===== config.mk =====
export PLATFORM = sky130hd
export DESIGN_NAME = div_unit
export DESIGN_NICKNAME = d
export VERILOG_FILES = /design/src/rtl/div_unit.sv
export SDC_FILE = /design/constraint.sdc
export NUM_CORES = 1
export LEC_CHECK = 0
export CAP_MARGIN = 5
export CORE_ASPECT_RATIO = 1.4
export CORE_MARGIN = 5
export CORE_UTILIZATION = 45
export DETAILED_ROUTE_END_ITERATION = 10
export PLACE_DENSITY = 0.66
export SLEW_MARGIN = 40
export SYNTH_ARGS = -nofsm -noshare
export SYNTH_HDL_FRONTEND = slang
export SYNTH_SLANG_ARGS = --single-unit

===== constraint.sdc =====
create_clock -name clk -period 7.25 [get_ports clk]
set_clock_uncertainty 0.05 [all_clocks]
set_input_delay 1.0875 -clock clk [delete_from_list [all_inputs] [get_ports clk]]
set_output_delay 1.0875 -clock clk [all_outputs]
set_load 0.02 [all_outputs]

===== src/rtl/div_unit.sv =====
// Iterative radix-2 restoring divider for DIV/DIVU; one quotient bit per cycle.
// result = {remainder (HI), quotient (LO)}, valid while ready pulses.
module div_unit #(
    parameter int WIDTH = 32
) (
    input  logic               clk,
    input  logic               rst,
    input  logic [WIDTH-1:0]   a,
    input  logic [WIDTH-1:0]   b,
    input  logic               signed_div,
    input  logic               start,
    input  logic               annul,
    output logic [2*WIDTH-1:0] result,
    output logic               ready,
    output logic               busy
);
    localparam int CW = (WIDTH > 1) ? $clog2(WIDTH) : 1;
    localparam logic [CW-1:0] LAST = CW'(WIDTH - 1);

    localparam logic [1:0] S_IDLE    = 2'd0;
    localparam logic [1:0] S_DIVZERO = 2'd1;
    localparam logic [1:0] S_ON      = 2'd2;
    localparam logic [1:0] S_END     = 2'd3;

    logic [1:0]       state;
    logic [CW-1:0]    cnt;
    logic [WIDTH-1:0] rem;
    logic [WIDTH-1:0] quo;
    logic [WIDTH-1:0] dvsr;
    logic             neg_rem;
    logic             neg_quo;

    logic [WIDTH:0]   shifted;
    logic             ge;
    logic [WIDTH-1:0] rem_n;
    logic [WIDTH-1:0] quo_n;
    logic [WIDTH-1:0] a_abs;
    logic [WIDTH-1:0] b_abs;

    // Restored remainder is always below the divisor, so it fits in WIDTH bits;
    // only the shifted trial value needs the extra bit.
    assign shifted = {rem, quo[WIDTH-1]};
    assign ge      = shifted >= {1'b0, dvsr};
    assign rem_n   = ge ? (shifted[WIDTH-1:0] - dvsr) : shifted[WIDTH-1:0];
    assign quo_n   = {quo[WIDTH-2:0], ge};

    // Most-negative stays as its own bit pattern, read as an unsigned magnitude.
    assign a_abs = (signed_div && a[WIDTH-1]) ? (~a + 1'b1) : a;
    assign b_abs = (signed_div && b[WIDTH-1]) ? (~b + 1'b1) : b;

    assign busy  = (state == S_DIVZERO) || (state == S_ON);
    assign ready = (state == S_END);

    always_ff @(posedge clk) begin
        if (rst) begin
            state   <= S_IDLE;
            cnt     <= '0;
            rem     <= '0;
            quo     <= '0;
            dvsr    <= '0;
            neg_rem <= 1'b0;
            neg_quo <= 1'b0;
            result  <= '0;
        end else if (annul) begin
            state <= S_IDLE;
        end else begin
            case (state)
                S_IDLE: begin
                    if (start) begin
                        if (b != '0) begin
                            rem     <= '0;
                            quo     <= a_abs;
                            dvsr    <= b_abs;
                            neg_rem <= signed_div & a[WIDTH-1];
                            neg_quo <= signed_div & (a[WIDTH-1] ^ b[WIDTH-1]);
                            cnt     <= '0;
                            state   <= S_ON;
                        end else begin
                            // Dividend parked in quo so later operand changes cannot leak in.
                            quo   <= a;
                            state <= S_DIVZERO;
                        end
                    end
                end
                S_ON: begin
                    rem <= rem_n;
                    quo <= quo_n;
                    cnt <= cnt + 1'b1;
                    if (cnt == LAST) begin
                        result <= {(neg_rem ? -rem_n : rem_n), (neg_quo ? -quo_n : quo_n)};
                        state  <= S_END;
                    end
                end
                S_DIVZERO: begin
                    result <= {quo, {WIDTH{1'b1}}};
                    state  <= S_END;
                end
                default: state <= S_IDLE;
            endcase
        end
    end
endmodule


# Yosys cells after proc, flatten, opt, wreduce, memory -nomap -nowiden
# Cells that the tools add are included.
# classes
n_addsub	6
n_eq_ne	7
n_mux	20
magnitude_cmp	1
n_bitwise	6
n_reduce_logical	13
# ops
op	n
32-bit 2-to-1 mux	9
32-bit case mux with 2 select lines	2
64-bit case mux with 2 select lines	1
32-bit by 1-bit adder with 32-bit output (second input constant)	2
64-bit 2-to-1 mux	1
32-bit negation	2
32-bit inverter	2
33-bit by 32-bit greater-or-equal comparator with 1-bit output	1
32-bit nonzero test	1
32-bit subtractor	1
5-bit 2-to-1 mux	2
5-bit case mux with 2 select lines	1
4-bit AND reduction	2
2-bit 2-to-1 mux	3
2-bit case mux with 3 select lines	1
3-bit AND reduction	2
5-bit by 1-bit adder with 5-bit output (second input constant)	1
5-bit == test (second input constant)	1
2-bit == test (second input constant)	2
2-bit inequality test (second input constant)	2
2-bit nonzero test	2
1-bit AND	2
2-bit by 1-bit == test with 1-bit output (second input constant)	1
1-bit logical AND	2
7 further kinds	7
# word_totals
reg_bits	169
input_bits	69
out_inout_bits	66
elab_cells	61

# Logic depth before layout (Yosys ltp)
# Gate-level depths: netlist (run 1).
# depth
word_depth	6
ltp_mapped	25
mapped_depth_nobuf	21

# Worst setup path after synthesis (run 1)
# No wires, ideal clock.
# synth_path
path_type	register to register
start	register rem[12]
end	register result[62]
synth_period_minus_slack_ps	5214
setup_slack_ps	2036
path_stages_with_launch	23
arrival_ps	5079
setup_ps	86
t_required_ps	7114
path_buffers	4
path_cell_list	dfxtp_1 ha_1 buf_2 nand4_2 or4_1 nor4_2 a211oi_2 nand2_2 buf_2 buf_2 buf_1 nand2_1 o21ai_0 ha_1 nand2_1 nor3_1 nand2_1 or4_1 o31a_1 or4_1 o41ai_1 xor2_1 a211oi_1
# synth_via
elab_chain_cells	6
elab_cells_between_ends	7
classes_between	add/sub: 2; order compare: 1; mux: 4
# synth_rtl
element	line	rtl
from (decl)	27	logic [WIDTH-1:0] rem;
from (signal assigned)	86	rem <= rem_n;
32-bit subtractor / 33-bit by 32-bit greater-or-equal comparator with 1-bit output (equally long branches)	44, 43	
32-bit 2-to-1 mux *	44	assign rem_n = ge ? (shifted[WIDTH-1:0] - dvsr) : shifted[WIDTH-1:0];
32-bit negation	90	result <= {(neg_rem ? -rem_n : rem_n), (neg_quo ? -quo_n : quo_n)};
32-bit 2-to-1 mux *	90	
64-bit 2-to-1 mux *	89	if (cnt == LAST) begin
64-bit case mux with 2 select lines *	67	case (state)
to (signal assigned)	90	
to (signal assigned)	95	result <= {quo, {WIDTH{1'b1}}};
to (decl)	13	output logic [2*WIDTH-1:0] result,
# Every way passes the cells marked *; elsewhere a longest branch is shown, timed or not. The select of a mux whose other input is x is not followed.
# A chain may end at the register's enable or synchronous reset.

# Final worst setup path (run 1)
# layout_path
start	register rem[5]
end	register result[62]
# The elaborated chain is that of the path after synthesis.

==> impl_results.md, run 1 <==
* Setup Crit Path Kind: flip-flop to flip-flop
* Reg area at 3385 um^2
* DRC Markers at 0
* Starting density of the core at 45.24%
* CP top delay family: compound AO/OA/AOI/OAI gates
* Crit path max fanout at 23
* Final hold slack at 0.4048 ns
* Initial DRC count at 829
* Clock Sinks at 169
* CTS resizes at 0
* Num ports at 135
* Register area share after synthesis at 28.06%
* Syn_area_per_cell at 7.317 um^2
* Synth Warn # at 0
* Post-Synth Simple-Gate Area at 24.28%
* Worst Hold Class: flip-flop to flip-flop
* DR pass1 iterations at 5
* Synth top cells by count: 230 x nand2_1, 177 x nor2_1, 169 x dfxtp_1
* Most instantiated library cell after synthesis: nand2_1
* Endpoints failing setup at 0
* Hold_buf cts at 0
* Total Routed Length at 35.55 mm
* Synth Area in Compound Gates at 25.10%
* Die ar. at 30220 um^2
* Vias per cell at 5.870
* CTS H-tree lvls at 4
* RSZ-0062 raised after global routing: false
* PortBufs at 134
* Adder-Cell Fraction of Synth Area at 4.524%
* Post-synthesis mux area share at 2.272%
* Cells after Synth at 1648
* Crit. End Element: flip-flop
* Top cells by area, synth: dfxtp_1 28%, nand2_1 7.2%, nor2_1 5.5%
* Peak VDD IR at 0.0001551 V
* Setup TNS at 0 ns
* Fillers at 2624
* Xor/xnor share of the synthesized area at 10.17%
* Global-route wire length before repair at 57.70 mm
* Detailed-route via count at 11960
* Gr usage total at 23.23%
* ANT nets after route at 0
* Die width at 148.3 um
* Vias in the first global route at 11450
* Dominant synthesized flop cell: dfxtp_1
* Vert. Die Dim at 203.7 um
* Largest family of logic cells by synthesized area: compound AO/OA/AOI/OAI gates
* Slowest-stage cell, CP: o21ai_0
* DPL Wire Length at 26.57 mm
* Core region area at 26650 um^2
* Post-synth cell types at 78
* Async SR Flop Fraction at 0%
* Synth top area share at 28.06%
* Headroom to the max-slew limit at 47.75%
* Synth Cell Area at 12060 um^2
* Row count at 71
* Worst slew pin tran at 0.7837 ns
* Synth area leader: dfxtp_1
* Gpl congestion at 0.9198
* Clock transition at the registers of the reported paths at 0.06 ns
* Initial antenna violation count at 0
* NumNets Final at 1809
* Root Driver: clkbuf_16
* Fin. max-slew vios at 0
* Design area at 14130 um^2
* # diodes at 0
* CTS Buf Count at 17
* Tmin final at 5.883 ns
* Syn_nets at 1760
* Post-synth EDFFs at 0
* Hold Vio Cnt, Final at 0
* Static Leak at 5.061 nW
* Crit path largest cell delay at 0.49 ns
* Layout area overhead at 17.18%
* Setup Fix Bufs, Post-CTS at 0
* Worst path bufs/invs at 0
* Largest net degree at the start of global routing at 101
* Max Clock Freq at 0.1700 GHz
* WP data arrival at 6.20 ns
* Layout cell share with drive strength beyond 1 at 4.386%
* Status: finished clean
* CTS Buffer Depth at 2
* Multi-input logic area at 8040 um^2
* Max-Cap Viols at 0
* CP required at 7.56 ns
* Clk_lat worst skew at 0.45 ns
* Sequence of cells on the critical path: ha_1 -> a21oi_1 -> o21ai_1 -> and2_1 -> o31ai_2 -> nand2_2 -> o21ai_0 -> ha_1 -> nand2_1 -> nor3_1 -> nand2_1 -> or4_1 -> o31a_1 -> or4_1 -> o41ai_1 -> xor2_1 -> a211oi_1
* Avg WL per Cell at 17.44 um
* Yosys reg bits at 169
* Post-Place Cell Area at 13450 um^2
* Crit start category: flip-flop
* Period Utilization, post-route at 81.15%
* CTS tree: built
* Power per cell area at 191.9 nW/um^2
* GR Overflow Total at 0
power by group:
| group | switching (mW) | leakage (nW) | internal [mW] | total, mW |
|---|---|---|---|---|
| clock network | 0.398 | 0.321 | 0.641 | 1.04 |
| registers | 0.0369 | 1.38 | 0.974 | 1.01 |
| logic | 0.400 | 3.36 | 0.262 | 0.662 |
| total | 0.835 | 5.06 | 1.88 | 2.71 |
final cells by class:
| type | count | area share, % |
|---|---|---|
| timing repair buffer | 145 | 10.14 |
| tap | 328 | 2.904 |
| multi-input combinational | 1311 | 56.90 |
| clock buffer | 22 | 3.356 |
| sequential | 169 | 23.95 |
| inverter | 53 | 1.408 |
| clock inverter | 10 | 1.337 |
worst register-to-register path: stages, from the launching register on:
cell      delay [ns]
dfxtp_1         0.36
ha_1            0.42
a21oi_1         0.43
o21ai_1         0.24
and2_1          0.24
o31ai_2         0.49
nand2_2         0.44
o21ai_0         0.50
ha_1            0.33
nand2_1         0.07
nor3_1          0.26
nand2_1         0.11
or4_1           0.49
o31a_1          0.30
or4_1           0.42
o41ai_1         0.31
xor2_1          0.11
a211oi_1        0.23
cells in the final DEF (no fill, tap or decap), types with 11 or more instances in the layout:
cell type	instances
a211oi_1	72
dfxtp_1	168
or4_1	15
xnor2_1	70
ha_1	40
nor3_1	38
nand4_1	12
o21ai_1	33
nor4_1	21
nor2_1	175
o21ai_0	78
clkbuf_16	17
xor2_1	70
mux2i_1	24
o211ai_1	19
and2_1	15
or3_1	19
clkdlybuf4s50_1	133
a22oi_1	17
a31oi_1	13
a21oi_1	122
nand3_1	35
o41ai_1	17
o31ai_1	22
nand2_1	229
inv_1	51
a21o_1	11
worst paths after layout:
path	from	end	slack [ns]	cells past startpoint
max reg2reg	rem[5]	result[62]	1.37	17
min reg2reg	dvsr[22]	dvsr[22]	0.40	2
min	dvsr[22]	dvsr[22]	0.40	2
max	rem[5]	result[62]	1.37	17
cells by family (layout without fill, tap and decap cells):
group,after synthesis,after routing
XOR/XNOR,140,140
adder cells (fa/ha/maj),43,43
AND/OR/NAND/NOR,630,630
AO/OA/AOI/OAI,471,471
buffers and inverters,168,230
flip-flops,169,169
multiplexers,27,27
registers in the layout, summed over array words and instances (netlist names):
signal / flops
cnt: 5
dvsr: 32
neg_quo: 1
neg_rem: 1
quo: 32
rem: 32
result: 64
state: 2
stage by stage:
stage | setup WS [ns] | util [%] | cells | total power, mW
after floorplan | 2.036 | - | 1648 | 1.479
after global placement | 1.555 | 50.44 | 2006 | 1.680
after detailed placement | 1.410 | 50.47 | 2006 | 1.688
after CTS | 1.403 | 52.96 | 2038 | 2.720
after global routing | 0.9155 | 53.02 | 2038 | 2.835
final | 1.367 | 53.02 | 2038 | 2.711
metal layers:
layer	vias up	wire length, um	global-route usage [%]	part of all wire, %
met3	48	1598	2.734	4.5
met4	0	590	6.438	1.7
li1	5963	-	-	-
met1	5615	15340	28.82	43
met5	-	0	0	0
met2	338	18020	42.27	51
No activity file was read; power rests on OpenSTA's default activity.
==> inputs of run 2 (changes only) <==
==> constraint.sdc (replaced) <==
create_clock -name clk -period 6.1 [get_ports clk]
set_clock_uncertainty 0.05 [all_clocks]
set_input_delay 0.915 -clock clk [delete_from_list [all_inputs] [get_ports clk]]
set_output_delay 0.915 -clock clk [all_outputs]
set_load 0.02 [all_outputs]
==> run 2 against run 1 <==
  * Non-clock buffer count increased by 3
  * Core utilization grew 0.066 points
  * Worst hold slack worse by 0.0045 ns
  * Sequential power increased by 19%
  * Global-route usage barely moved
  * Die area unchanged
  * Largest power group unchanged
  * Final cell count is 0.15% higher
==> impl_results.md, run 2 (same netlist as run 1, synthesis figures left out) <==
* Status: finished clean
* Setup Fix Bufs, Post-CTS at 0
* Crit start category: flip-flop
* Core region area at 26650 um^2
* Clock transition at the registers of the reported paths at 0.07 ns
* Gpl congestion at 0.9984
* DPL Wire Length at 26.91 mm
* Setup Crit Path Kind: flip-flop to flip-flop
* Headroom to the max-slew limit at 47.34%
* Largest Register: result
* Max Clock Freq at 0.1820 GHz
* Initial antenna violation count at 0
* Peak VDD IR at 0.0001855 V
* RSZ-0062 raised after global routing: false
* Initial DRC count at 821
* Endpoints failing setup at 0
* ANT nets after route at 0
* Worst slew pin tran at 0.7899 ns
* GR Overflow Total at 0
* Setup TNS at 0 ns
* Fillers at 2650
* Hold Startpoint: dvsr[22]
* DRC Markers at 0
* Die ar. at 30220 um^2
* Crit path max fanout at 23
* CTS Buffer Depth at 2
* Vias in the first global route at 11200
* CTS H-tree lvls at 4
* Power Total at 3.213 mW
* Largest register FFs at 64
* CP required at 6.42 ns
* Root Driver: clkbuf_16
* Final core utilization at 53.08%
* Power per cell area at 227.1 nW/um^2
* NumNets Final at 1812
* Worst Hold Class: flip-flop to flip-flop
* Period Utilization, post-route at 90.07%
* Clock Sinks at 169
* Vert. Die Dim at 203.7 um
* CTS Buf Count at 17
* Largest net degree at the start of global routing at 91
* Fin. max-slew vios at 0
* DP Worst Slack at 0.5839 ns
* Vias per cell at 5.836
* Gr usage total at 23.19%
* Max-Cap Viols at 0
* Commonest non-fill, non-tap cells in the layout: 230 x nand2_1, 175 x nor2_1, 168 x dfxtp_1
* Setup slack after layout at 0.6055 ns
* Total Routed Length at 35.85 mm
* Tmin final at 5.494 ns
* Layout area overhead at 17.33%
* Starting density of the core at 45.24%
* Most common cell after layout, fill and taps aside: nand2_1
* Crit. End Element: flip-flop
* Final hold slack at 0.4003 ns
* Static Leak at 5.061 nW
* DR pass1 iterations at 5
* Hold Vio Cnt, Final at 0
* WP data arrival at 5.81 ns
* CTS tree: built
* Avg WL per Cell at 17.56 um
* Hold_buf cts at 0
* Global-route wire length before repair at 57.41 mm
* Row count at 71
* PortBufs at 134
* Detailed-route via count at 11910
* Crit. Startpoint: rem[5]
* # diodes at 0
* Layout cell share with drive strength beyond 1 at 4.437%
* Clk_lat worst skew at 0.45 ns
* Reg2Reg Launch Point: rem[5]
* Die width at 148.3 um
* Num ports at 135
run 2: cell count changes in the layout (fill, tap and decap cells not counted), sizes merged:
cell      delta
clkbuf       -4
clkinvlp     +4
buf          +3
clkinv       -1
inv          +1
run 2: per-stage QoR:
step                area [um^2]  instances
floorplan                 12060       1648
global placement          13470       2009
detailed placement        13470       2009
CTS                       14120       2041
global route              14150       2041
finish                    14150       2041
run 2: metal layers:
metal	track usage, %	up-vias	wire length (um)
met1	29.16	5516	15460
met3	3.067	66	1525
met4	8.188	0	1025
met5	0	-	0
li1	-	5989	-
met2	40.60	340	17840
run 2: what timing repair did:
action | 4_1_cts | 5_1_grt
hold endpoints to repair | 0 | 0
endpoints found under the setup margin | 0 | 1
resized for setup | 0 | 1
run 2: report_power, final:
part	switching (mW)	internal, mW	leakage [nW]
combinational	0.481	0.314	3.38
sequential	0.0447	1.16	1.38
clock	0.486	0.730	0.301
run 2: critical path: stages, from the launching register on:
cell	delay, ns
dfxtp_1	0.35
ha_1	0.42
a21oi_1	0.40
o21ai_1	0.23
and2_1	0.23
o31ai_2	0.46
nand2_4	0.28
o21ai_0	0.39
ha_1	0.32
nand2_1	0.07
nor3_1	0.27
nand2_1	0.11
or4_1	0.47
o31a_1	0.30
or4_1	0.40
o41ai_1	0.32
xor2_1	0.11
a211oi_1	0.23
run 2: area by class of cell:
type	count	area, um^2	share of cell area (%)
multi-input cells	1311	8035	56.80
repair buffers	148	1468	10.37
clock buffers	18	429.2	3.034
well taps	328	410.4	2.901
flip-flops and latches	169	3385	23.92
inverters	53	198.9	1.406
clock inverters	14	221.5	1.565
run 2: path summary, 6_finish.rpt:
check             slack (ns)         end  cells after the start
hold / removal          0.40    dvsr[22]                      2
hold reg to reg         0.40    dvsr[22]                      2
setup / recovery        0.61  result[62]                     17
setup reg to reg        0.61  result[62]                     17
==> inputs of run 3 (changes only) <==
--- a/config.mk
+++ b/config.mk
@@ -9,6 +9,7 @@
 export CORE_ASPECT_RATIO = 1.4
 export CORE_MARGIN = 5
 export CORE_UTILIZATION = 45
+export CTS_CLUSTER_DIAMETER = 60
 export DETAILED_ROUTE_END_ITERATION = 10
 export PLACE_DENSITY = 0.66
 export SLEW_MARGIN = 40
==> results of run 3 <==
Same layout as run 2: the final DEF is identical, and so are final timing and power.
